## src/rtl/mem_stage_pkg.sv

```systemverilog
// Shared widths, opcode encodings and opcode helpers for the memory stage.
package mem_stage_pkg;

    localparam int REG_WIDTH = 16;
    localparam int OPC_WIDTH = 8;

    localparam logic [OPC_WIDTH-1:0] OP_ADD = 8'h01;
    localparam logic [OPC_WIDTH-1:0] OP_AND = 8'h02;
    localparam logic [OPC_WIDTH-1:0] OP_BR  = 8'h20;
    localparam logic [OPC_WIDTH-1:0] OP_JSR = 8'h28;
    localparam logic [OPC_WIDTH-1:0] OP_LDW = 8'h40;
    localparam logic [OPC_WIDTH-1:0] OP_STW = 8'h41;

    function automatic logic is_mem_op(input logic [OPC_WIDTH-1:0] op);
        return (op == OP_LDW) || (op == OP_STW);
    endfunction

endpackage

```

## src/rtl/mem_stage_if.sv

```systemverilog
// Pipeline-side and data-memory-side signals of the memory stage.
interface mem_stage_if
    import mem_stage_pkg::*;
#(
    parameter int DATA_WIDTH   = REG_WIDTH,
    parameter int ADDR_WIDTH   = 16,
    parameter int OPCODE_WIDTH = OPC_WIDTH
);
    logic                    I_LOCK;
    logic [OPCODE_WIDTH-1:0] I_Opcode;
    logic [DATA_WIDTH-1:0]   I_ALUOut;
    logic [3:0]              I_DestRegIdx;
    logic [DATA_WIDTH-1:0]   I_DestValue;
    logic                    I_FetchStall;
    logic                    I_DepStall;
    logic                    I_MemAck;
    logic [DATA_WIDTH-1:0]   I_MemRData;

    logic                    O_LOCK;
    logic [OPCODE_WIDTH-1:0] O_Opcode;
    logic [3:0]              O_DestRegIdx;
    logic [DATA_WIDTH-1:0]   O_ALUOut;
    logic [DATA_WIDTH-1:0]   O_DestValue;
    logic                    O_FetchStall;
    logic                    O_DepStall;
    logic                    O_MemReq;
    logic                    O_MemWe;
    logic [ADDR_WIDTH-1:0]   O_MemAddr;
    logic [DATA_WIDTH-1:0]   O_MemWData;
    logic                    O_MemStall;
    logic                    O_MemErr;

    modport slave (
        input  I_LOCK, I_Opcode, I_ALUOut, I_DestRegIdx, I_DestValue,
               I_FetchStall, I_DepStall, I_MemAck, I_MemRData,
        output O_LOCK, O_Opcode, O_DestRegIdx, O_ALUOut, O_DestValue,
               O_FetchStall, O_DepStall, O_MemReq, O_MemWe, O_MemAddr,
               O_MemWData, O_MemStall, O_MemErr
    );

    modport master (
        output I_LOCK, I_Opcode, I_ALUOut, I_DestRegIdx, I_DestValue,
               I_FetchStall, I_DepStall, I_MemAck, I_MemRData,
        input  O_LOCK, O_Opcode, O_DestRegIdx, O_ALUOut, O_DestValue,
               O_FetchStall, O_DepStall, O_MemReq, O_MemWe, O_MemAddr,
               O_MemWData, O_MemStall, O_MemErr
    );
endinterface

```

## src/rtl/mem_timeout_ctr.sv

```systemverilog
// Loadable up-counter with clear and enable; tc flags the terminal count.
module mem_timeout_ctr #(
    parameter int WIDTH    = 6,
    parameter int TERMINAL = 63
) (
    input  logic             clk,
    input  logic             rst,
    input  logic             clr,
    input  logic             en,
    input  logic             load,
    input  logic [WIDTH-1:0] load_val,
    output logic             tc
);
    logic [WIDTH-1:0] count_q, count_d;

    always_comb begin
        count_d = count_q;
        if (clr)       count_d = '0;
        else if (load) count_d = load_val;
        else if (en)   count_d = count_q + 1'b1;
    end

    always_ff @(negedge clk) begin
        if (rst) count_q <= '0;
        else     count_q <= count_d;
    end

    assign tc = (count_q == WIDTH'(TERMINAL));
endmodule

```

## src/rtl/mem_stage.sv

```systemverilog
// Memory stage: passes ALU ops through, runs LDW/STW over a req/ack port with
// upstream stall, and converts a lost acknowledge into a sticky error.
module mem_stage
    import mem_stage_pkg::*;
#(
    parameter int DATA_WIDTH     = REG_WIDTH,
    parameter int ADDR_WIDTH     = 16,
    parameter int OPCODE_WIDTH   = OPC_WIDTH,
    parameter int TIMEOUT_CYCLES = 64
) (
    input  logic       I_CLOCK,
    input  logic       I_RESET,
    mem_stage_if.slave bus
);
    localparam int CTR_WIDTH = $clog2(TIMEOUT_CYCLES);

    typedef enum logic {ST_IDLE, ST_BUSY} state_e;

    state_e                  state_q, state_d;
    logic                    lock_q, lock_d;
    logic [OPCODE_WIDTH-1:0] opcode_q, opcode_d;
    logic [3:0]              dest_idx_q, dest_idx_d;
    logic [DATA_WIDTH-1:0]   alu_out_q, alu_out_d;
    logic [DATA_WIDTH-1:0]   dest_value_q, dest_value_d;
    logic                    fetch_stall_q, fetch_stall_d;
    logic                    dep_stall_q, dep_stall_d;
    logic                    mem_req_q, mem_req_d;
    logic                    mem_we_q, mem_we_d;
    logic [ADDR_WIDTH-1:0]   mem_addr_q, mem_addr_d;
    logic [DATA_WIDTH-1:0]   mem_wdata_q, mem_wdata_d;
    logic                    mem_stall_q, mem_stall_d;
    logic                    mem_err_q, mem_err_d;
    logic                    ctr_clr, ctr_en, ctr_tc;

    mem_timeout_ctr #(
        .WIDTH    (CTR_WIDTH),
        .TERMINAL (TIMEOUT_CYCLES - 1)
    ) u_timeout (
        .clk      (I_CLOCK),
        .rst      (I_RESET),
        .clr      (ctr_clr),
        .en       (ctr_en),
        .load     (1'b0),
        .load_val ('0),
        .tc       (ctr_tc)
    );

    always_comb begin
        state_d       = state_q;
        lock_d        = 1'b0;
        opcode_d      = opcode_q;
        dest_idx_d    = dest_idx_q;
        alu_out_d     = alu_out_q;
        dest_value_d  = dest_value_q;
        fetch_stall_d = bus.I_FetchStall;
        dep_stall_d   = bus.I_DepStall;
        mem_req_d     = mem_req_q;
        mem_we_d      = mem_we_q;
        mem_addr_d    = mem_addr_q;
        mem_wdata_d   = mem_wdata_q;
        mem_stall_d   = mem_stall_q;
        mem_err_d     = mem_err_q;
        ctr_clr       = 1'b0;
        ctr_en        = 1'b0;

        if (state_q == ST_IDLE) begin
            if (bus.I_LOCK && is_mem_op(bus.I_Opcode)) begin
                opcode_d    = bus.I_Opcode;
                dest_idx_d  = bus.I_DestRegIdx;
                mem_addr_d  = bus.I_ALUOut[ADDR_WIDTH-1:0];
                mem_wdata_d = bus.I_DestValue;
                mem_we_d    = (bus.I_Opcode == OP_STW);
                mem_req_d   = 1'b1;
                mem_stall_d = 1'b1;
                ctr_clr     = 1'b1;
                state_d     = ST_BUSY;
            end else if (bus.I_LOCK) begin
                lock_d       = 1'b1;
                opcode_d     = bus.I_Opcode;
                dest_idx_d   = bus.I_DestRegIdx;
                alu_out_d    = bus.I_ALUOut;
                dest_value_d = bus.I_DestValue;
            end
        end else begin
            // An ack on the terminal-count edge still completes normally.
            if (bus.I_MemAck) begin
                lock_d       = 1'b1;
                dest_value_d = mem_we_q ? mem_wdata_q : bus.I_MemRData;
                mem_req_d    = 1'b0;
                mem_stall_d  = 1'b0;
                state_d      = ST_IDLE;
            end else if (ctr_tc) begin
                lock_d       = 1'b1;
                dest_value_d = mem_we_q ? mem_wdata_q : '0;
                mem_err_d    = 1'b1;
                mem_req_d    = 1'b0;
                mem_stall_d  = 1'b0;
                state_d      = ST_IDLE;
            end else begin
                ctr_en = 1'b1;
            end
        end
    end

    always_ff @(negedge I_CLOCK) begin
        if (I_RESET) begin
            state_q       <= ST_IDLE;
            lock_q        <= 1'b0;
            opcode_q      <= '0;
            dest_idx_q    <= '0;
            alu_out_q     <= '0;
            dest_value_q  <= '0;
            fetch_stall_q <= 1'b0;
            dep_stall_q   <= 1'b0;
            mem_req_q     <= 1'b0;
            mem_we_q      <= 1'b0;
            mem_addr_q    <= '0;
            mem_wdata_q   <= '0;
            mem_stall_q   <= 1'b0;
            mem_err_q     <= 1'b0;
        end else begin
            state_q       <= state_d;
            lock_q        <= lock_d;
            opcode_q      <= opcode_d;
            dest_idx_q    <= dest_idx_d;
            alu_out_q     <= alu_out_d;
            dest_value_q  <= dest_value_d;
            fetch_stall_q <= fetch_stall_d;
            dep_stall_q   <= dep_stall_d;
            mem_req_q     <= mem_req_d;
            mem_we_q      <= mem_we_d;
            mem_addr_q    <= mem_addr_d;
            mem_wdata_q   <= mem_wdata_d;
            mem_stall_q   <= mem_stall_d;
            mem_err_q     <= mem_err_d;
        end
    end

    assign bus.O_LOCK       = lock_q;
    assign bus.O_Opcode     = opcode_q;
    assign bus.O_DestRegIdx = dest_idx_q;
    assign bus.O_ALUOut     = alu_out_q;
    assign bus.O_DestValue  = dest_value_q;
    assign bus.O_FetchStall = fetch_stall_q;
    assign bus.O_DepStall   = dep_stall_q;
    assign bus.O_MemReq     = mem_req_q;
    assign bus.O_MemWe      = mem_we_q;
    assign bus.O_MemAddr    = mem_addr_q;
    assign bus.O_MemWData   = mem_wdata_q;
    assign bus.O_MemStall   = mem_stall_q;
    assign bus.O_MemErr     = mem_err_q;
endmodule

```

## src/flat_wrapper.sv

```systemverilog
// flat-port wrapper written by rule: the top's interface ports become plain ports
module mem_stage_flat import mem_stage_pkg::*;
#(
    parameter int DATA_WIDTH     = REG_WIDTH,
    parameter int ADDR_WIDTH     = 16,
    parameter int OPCODE_WIDTH   = OPC_WIDTH,
    parameter int TIMEOUT_CYCLES = 64
)
  (I_CLOCK, I_RESET, bus_I_LOCK, bus_I_Opcode, bus_I_ALUOut, bus_I_DestRegIdx, bus_I_DestValue, bus_I_FetchStall, bus_I_DepStall, bus_I_MemAck, bus_I_MemRData, bus_O_LOCK, bus_O_Opcode, bus_O_DestRegIdx, bus_O_ALUOut, bus_O_DestValue, bus_O_FetchStall, bus_O_DepStall, bus_O_MemReq, bus_O_MemWe, bus_O_MemAddr, bus_O_MemWData, bus_O_MemStall, bus_O_MemErr);
  mem_stage_if #(.DATA_WIDTH(DATA_WIDTH), .ADDR_WIDTH(ADDR_WIDTH), .OPCODE_WIDTH(OPCODE_WIDTH)) bus_i ();
  input  logic I_CLOCK;
  input  logic I_RESET;
  input wire logic [$bits(bus_i.I_LOCK)-1:0] bus_I_LOCK;
  input wire logic [$bits(bus_i.I_Opcode)-1:0] bus_I_Opcode;
  input wire logic [$bits(bus_i.I_ALUOut)-1:0] bus_I_ALUOut;
  input wire logic [$bits(bus_i.I_DestRegIdx)-1:0] bus_I_DestRegIdx;
  input wire logic [$bits(bus_i.I_DestValue)-1:0] bus_I_DestValue;
  input wire logic [$bits(bus_i.I_FetchStall)-1:0] bus_I_FetchStall;
  input wire logic [$bits(bus_i.I_DepStall)-1:0] bus_I_DepStall;
  input wire logic [$bits(bus_i.I_MemAck)-1:0] bus_I_MemAck;
  input wire logic [$bits(bus_i.I_MemRData)-1:0] bus_I_MemRData;
  output wire logic [$bits(bus_i.O_LOCK)-1:0] bus_O_LOCK;
  output wire logic [$bits(bus_i.O_Opcode)-1:0] bus_O_Opcode;
  output wire logic [$bits(bus_i.O_DestRegIdx)-1:0] bus_O_DestRegIdx;
  output wire logic [$bits(bus_i.O_ALUOut)-1:0] bus_O_ALUOut;
  output wire logic [$bits(bus_i.O_DestValue)-1:0] bus_O_DestValue;
  output wire logic [$bits(bus_i.O_FetchStall)-1:0] bus_O_FetchStall;
  output wire logic [$bits(bus_i.O_DepStall)-1:0] bus_O_DepStall;
  output wire logic [$bits(bus_i.O_MemReq)-1:0] bus_O_MemReq;
  output wire logic [$bits(bus_i.O_MemWe)-1:0] bus_O_MemWe;
  output wire logic [$bits(bus_i.O_MemAddr)-1:0] bus_O_MemAddr;
  output wire logic [$bits(bus_i.O_MemWData)-1:0] bus_O_MemWData;
  output wire logic [$bits(bus_i.O_MemStall)-1:0] bus_O_MemStall;
  output wire logic [$bits(bus_i.O_MemErr)-1:0] bus_O_MemErr;
  assign bus_i.I_LOCK = bus_I_LOCK;
  assign bus_i.I_Opcode = bus_I_Opcode;
  assign bus_i.I_ALUOut = bus_I_ALUOut;
  assign bus_i.I_DestRegIdx = bus_I_DestRegIdx;
  assign bus_i.I_DestValue = bus_I_DestValue;
  assign bus_i.I_FetchStall = bus_I_FetchStall;
  assign bus_i.I_DepStall = bus_I_DepStall;
  assign bus_i.I_MemAck = bus_I_MemAck;
  assign bus_i.I_MemRData = bus_I_MemRData;
  assign bus_O_LOCK = bus_i.O_LOCK;
  assign bus_O_Opcode = bus_i.O_Opcode;
  assign bus_O_DestRegIdx = bus_i.O_DestRegIdx;
  assign bus_O_ALUOut = bus_i.O_ALUOut;
  assign bus_O_DestValue = bus_i.O_DestValue;
  assign bus_O_FetchStall = bus_i.O_FetchStall;
  assign bus_O_DepStall = bus_i.O_DepStall;
  assign bus_O_MemReq = bus_i.O_MemReq;
  assign bus_O_MemWe = bus_i.O_MemWe;
  assign bus_O_MemAddr = bus_i.O_MemAddr;
  assign bus_O_MemWData = bus_i.O_MemWData;
  assign bus_O_MemStall = bus_i.O_MemStall;
  assign bus_O_MemErr = bus_i.O_MemErr;
  mem_stage #(.DATA_WIDTH(DATA_WIDTH), .ADDR_WIDTH(ADDR_WIDTH), .OPCODE_WIDTH(OPCODE_WIDTH), .TIMEOUT_CYCLES(TIMEOUT_CYCLES)) u_core (.I_CLOCK(I_CLOCK), .I_RESET(I_RESET), .bus(bus_i));
endmodule
```

## config.mk

```make
export PLATFORM = sky130hd
export DESIGN_NAME = mem_stage_flat
export DESIGN_NICKNAME = d
export VERILOG_FILES = /design/src/rtl/mem_stage_pkg.sv /design/src/rtl/mem_stage_if.sv /design/src/rtl/mem_timeout_ctr.sv /design/src/rtl/mem_stage.sv /design/src/flat_wrapper.sv
export SDC_FILE = /design/constraint.sdc
export NUM_CORES = 1
export LEC_CHECK = 0
export BUFFER_PORTS_ARGS = -buffer_cell sky130_fd_sc_hd__buf_2
export CORE_ASPECT_RATIO = 0.75
export CORE_MARGIN = 3
export CORE_UTILIZATION = 25
export CTS_CLUSTER_DIAMETER = 80
export CTS_CLUSTER_SIZE = 12
export DETAILED_ROUTE_END_ITERATION = 6
export GPL_TIMING_DRIVEN = 0
export PLACE_DENSITY = 0.46
export SLEW_MARGIN = 10
export SYNTH_ARGS = -nofsm -noshare
export SYNTH_HDL_FRONTEND = slang
export SYNTH_HIERARCHICAL = 1
export SYNTH_SLANG_ARGS = --single-unit
export TNS_END_PERCENT = 20
```

## constraint.sdc

```tcl
create_clock -name I_CLOCK -period 2.18 [get_ports I_CLOCK]
set_input_delay 0.545 -clock I_CLOCK [delete_from_list [all_inputs] [get_ports I_CLOCK]]
set_output_delay 0.545 -clock I_CLOCK [all_outputs]
set_load 0.01 [all_outputs]
```

==> results.json <==
{
  "finish.net_count": 805,
  "synth_top_area_share_pct": 49.1,
  "slew_headroom_pct": 57.8,
  "portBuffers": 148,
  "antenna_found_initial": 1,
  "top_layer_used": "met5",
  "synth_area_um2": 3630,
  "tightest_slew_ns": 0.631,
  "cp_max_fo": 3,
  "violations": "setup timing",
  "drive_gt1_share_pct": 51.0,
  "wl_met2_mm": 6.73,
  "setup_violations": 157,
  "n_antenna_cell": 0,
  "ys_ff_latch": 89,
  "track_usage_pct": 18.5,
  "drc": 0,
  "max_cap_viol_count": 0,
  "cp.required_ns": 1.63,
  "drtPass1Iterations": 4,
  "grt_max_degree": 16,
  "startpoint": "u_core/bus.O_MemStall$_SDFFE_NP0P_",
  "clock_path_buffers": 2,
  "status": "finished, violations left",
  "crit_path_end_kind": "output pin",
  "hold_buffers": 0,
  "r2r_slack_ns": -0.03,
  "die_w_um": 145,
  "place_congestion": 0.762,
  "routedWlPerCell_um": 16.0,
  "num_rows": 37,
  "crit_type": "register to output pin",
  "p_leak_nw": 2.99,
  "tns_ns": -51.62,
  "wl_met3_mm": 1.39,
  "syn_to_final_growth_pct": 87.0,
  "peakVddDrop_v": 0.000405,
  "start_util_pct": 26.0,
  "p_per_area_nw_per_um2": 648,
  "r2r_end": "u_core/bus.O_DestValue[2]$_SDFFE_NP0P_",
  "via_count": 4374,
  "die_y_um": 110,
  "slew_violations": 0,
  "design.core.area_um2": 13900,
  "finalHoldViolCount": 0,
  "ys_seq_area_share_pct": 49.1,
  "cp-endpoint": "bus_O_MemStall",
  "ios": 149,
  "postLayoutCoreUtil_pct": 48.7,
  "cts_buffers": 9,
  "grt_pass1_wl_mm": 23.0,
  "grt_pass1_vias": 4542,
  "syn_avg_cell_area_um2": 7.85,
  "clkTransAtPathRegs_ns": 0.06,
  "cp.arrival_ns": 2.09,
  "reg2reg_from": "u_core/u_timeout/count_q[0]$_SDFFE_NP0P_",
  "insertion_delay_ns": 0.42,
  "finClkSkew_ns": 0.0190,
  "drt-met1-wl_mm": 6.73,
  "hpwl_mm": 10.3,
  "drtAntennaViolNets": 0,
  "fin_ws_ns": -0.454,
  "p_total_mw": 4.40,
  "yosysUniqueCellTypes": 36,
  "yosys_warnings": 6,
  "rsz0062_at_grt": "yes",
  "synthCells": 462,
  "cts_tree": "built",
  "clock-sinks": 89,
  "overflow": 0,
  "r2r_cells": 7,
  "root_buffer": "clkbuf_16",
  "ys_top_cells_by_area": "dfxtp_1, nand2_1, a21oi_1, o221ai_1, o211ai_1",
  "hold_class": "register to register",
  "wl_mm": 15.0,
  "die_area_um2": 16000,
  "cp-start-kind": "register",
  "viasPerCell": 4.66,
  "synth_largest_area_cell": "dfxtp_1",
  "htree_levels": 3,
  "drtIter0Drc": 185
}
-- registers in the layout (all words and copies together) (netlist names) --
signal,count
u_core/bus.O_ALUOut,16
u_core/bus.O_DestValue,16
u_core/bus.O_MemAddr,16
u_core/bus.O_MemWData,16
u_core/bus.O_Opcode,8
u_core/u_timeout/count_q,6
u_core/bus.O_DestRegIdx,4
u_core/bus.O_DepStall,1
u_core/bus.O_FetchStall,1
u_core/bus.O_LOCK,1
u_core/bus.O_MemErr,1
u_core/bus.O_MemStall,1
u_core/bus.O_MemWe,1
u_core/state_q,1
-- cells in the mapped netlist, drive strengths merged --
| cell type | instances |
|---|---|
| a2111oi | 1 |
| a21oi | 82 |
| a31oi | 2 |
| and2 | 2 |
| buf | 13 |
| clkbuf | 24 |
| conb | 1 |
| dfxtp | 89 |
| ha | 1 |
| inv | 5 |
| mux2i | 1 |
| nand2 | 158 |
| nand2b | 1 |
| nand3 | 20 |
| nand4 | 2 |
| nor2 | 6 |
| nor2b | 3 |
| nor3 | 1 |
| nor3b | 1 |
| nor4b | 1 |
| o211ai | 16 |
| o21a | 1 |
| o21ai | 8 |
| o221ai | 16 |
| or3 | 2 |
| or4b | 1 |
| xnor2 | 1 |
| xor2 | 3 |
-- power by group --
part           internal [mW]  switching [mW]
clock                  0.999            1.15
sequential              1.70          0.0526
combinational          0.257           0.247
total                   2.95            1.45
-- worst max-delay path: stages (launching register included) --
cell and delay (ns):
dfxtp_4 0.36, buf_6 0.11, buf_6 0.11
-- cell families (layout without fill, tap and decap cells) --
group                      count (synthesis)  after routing  synth area share [%]
xor gates and xnor gates                   4              4                 0.966
buffers and inverters                     42            313                  5.38
AOI/OAI and AO/OA                        126            126                  20.9
DFF                                       89             89                  49.1
other                                      1             11                 0.103
adders and majority gates                  1              1                 0.345
muxes                                      1              1                 0.276
and+or+nand+nor                          198            198                  22.9
-- cell usage in the layout (no fill, tap or decap), types with 3 or more instances in the layout --
cell type  netlist  layout
o21ai_0          6       4
nor2_1           6       5
nand2_4          0      11
nand3_4          0       5
a21oi_2          0      32
a21oi_1         82      50
buf_8            0      12
buf_4            2      11
o211ai_1        16      16
nand2_2          0      16
nand3_1         18       7
clkinv_4         0       3
clkbuf_16        0      12
buf_2            6      64
buf_6            3      88
dfxtp_2          0      68
buf_12           0       4
nand2_1        158     131
clkbuf_1        24       6
xor2_1           3       3
inv_1            4      91
conb_1           1      11
dfxtp_1         89       8
nand3_2          2       8
clkbuf_2         0       6
o221ai_1        16      14
dfxtp_4          0      13
clkbuf_4         0       8
-- stage by stage --
step / setup WS (ns) / cell area (um2) / hold slack [ns] / instances
4_1_cts: -0.447 / 6570 / 0.455 / 937
2_1_floorplan: -0.609 / 3730 / 0.475 / 472
3_3_place_gp: -1.24 / 4720 / 0.439 / 815
5_1_grt: -0.500 / 6780 / 0.478 / 938
3_5_place_dp: -1.25 / 4720 / 0.446 / 815
6_report: -0.454 / 6780 / 0.458 / 938
-- cell type report --
type | count | area, um2
fillers | 1401 | 7150
multi-input cells | 341 | 2090
flip-flops and latches | 89 | 1920
repair buffers | 168 | 1560
clock inverters | 96 | 387
plain buffers | 37 | 344
well taps | 195 | 244
clock buffers | 9 | 225
inverters | 3 | 18.8
-- worst min path at each step --
stage                                             start                                       end  slack, ns  cells after the start
2_1_floorplan  u_core/u_timeout/count_q[5]$_SDFFE_NP0P_  u_core/u_timeout/count_q[5]$_SDFFE_NP0P_       0.48                      2
3_3_place_gp        u_core/bus.O_Opcode[0]$_SDFFE_NP0P_       u_core/bus.O_Opcode[0]$_SDFFE_NP0P_       0.44                      2
3_5_place_dp        u_core/bus.O_ALUOut[0]$_SDFFE_NP0P_       u_core/bus.O_ALUOut[0]$_SDFFE_NP0P_       0.45                      2
4_1_cts             u_core/bus.O_ALUOut[0]$_SDFFE_NP0P_       u_core/bus.O_ALUOut[0]$_SDFFE_NP0P_       0.45                      2
5_1_grt             u_core/bus.O_Opcode[5]$_SDFFE_NP0P_       u_core/bus.O_Opcode[5]$_SDFFE_NP0P_       0.48                      2
6_report           u_core/bus.O_MemAddr[7]$_SDFFE_NP0P_      u_core/bus.O_MemAddr[7]$_SDFFE_NP0P_       0.46                      2
-- per-layer routing --
| metal | vias up | track usage, % |
|---|---|---|
| met5 | - | 0 |
| met4 | 2 | 7.99 |
| met3 | 15 | 9.77 |
| met2 | 160 | 27.9 |
| met1 | 2075 | 22.2 |
| li1 | 2122 | - |
-- timing repair --
action | 4_1_cts | 5_1_grt
resized for setup | 294 | 61
pin swaps | 57 | 29
buffers inserted | 14 | 1
cloned | 5 | 0
endpoints found under the setup margin | 169 | 168
No activity file was read; power rests on OpenSTA's default activity.
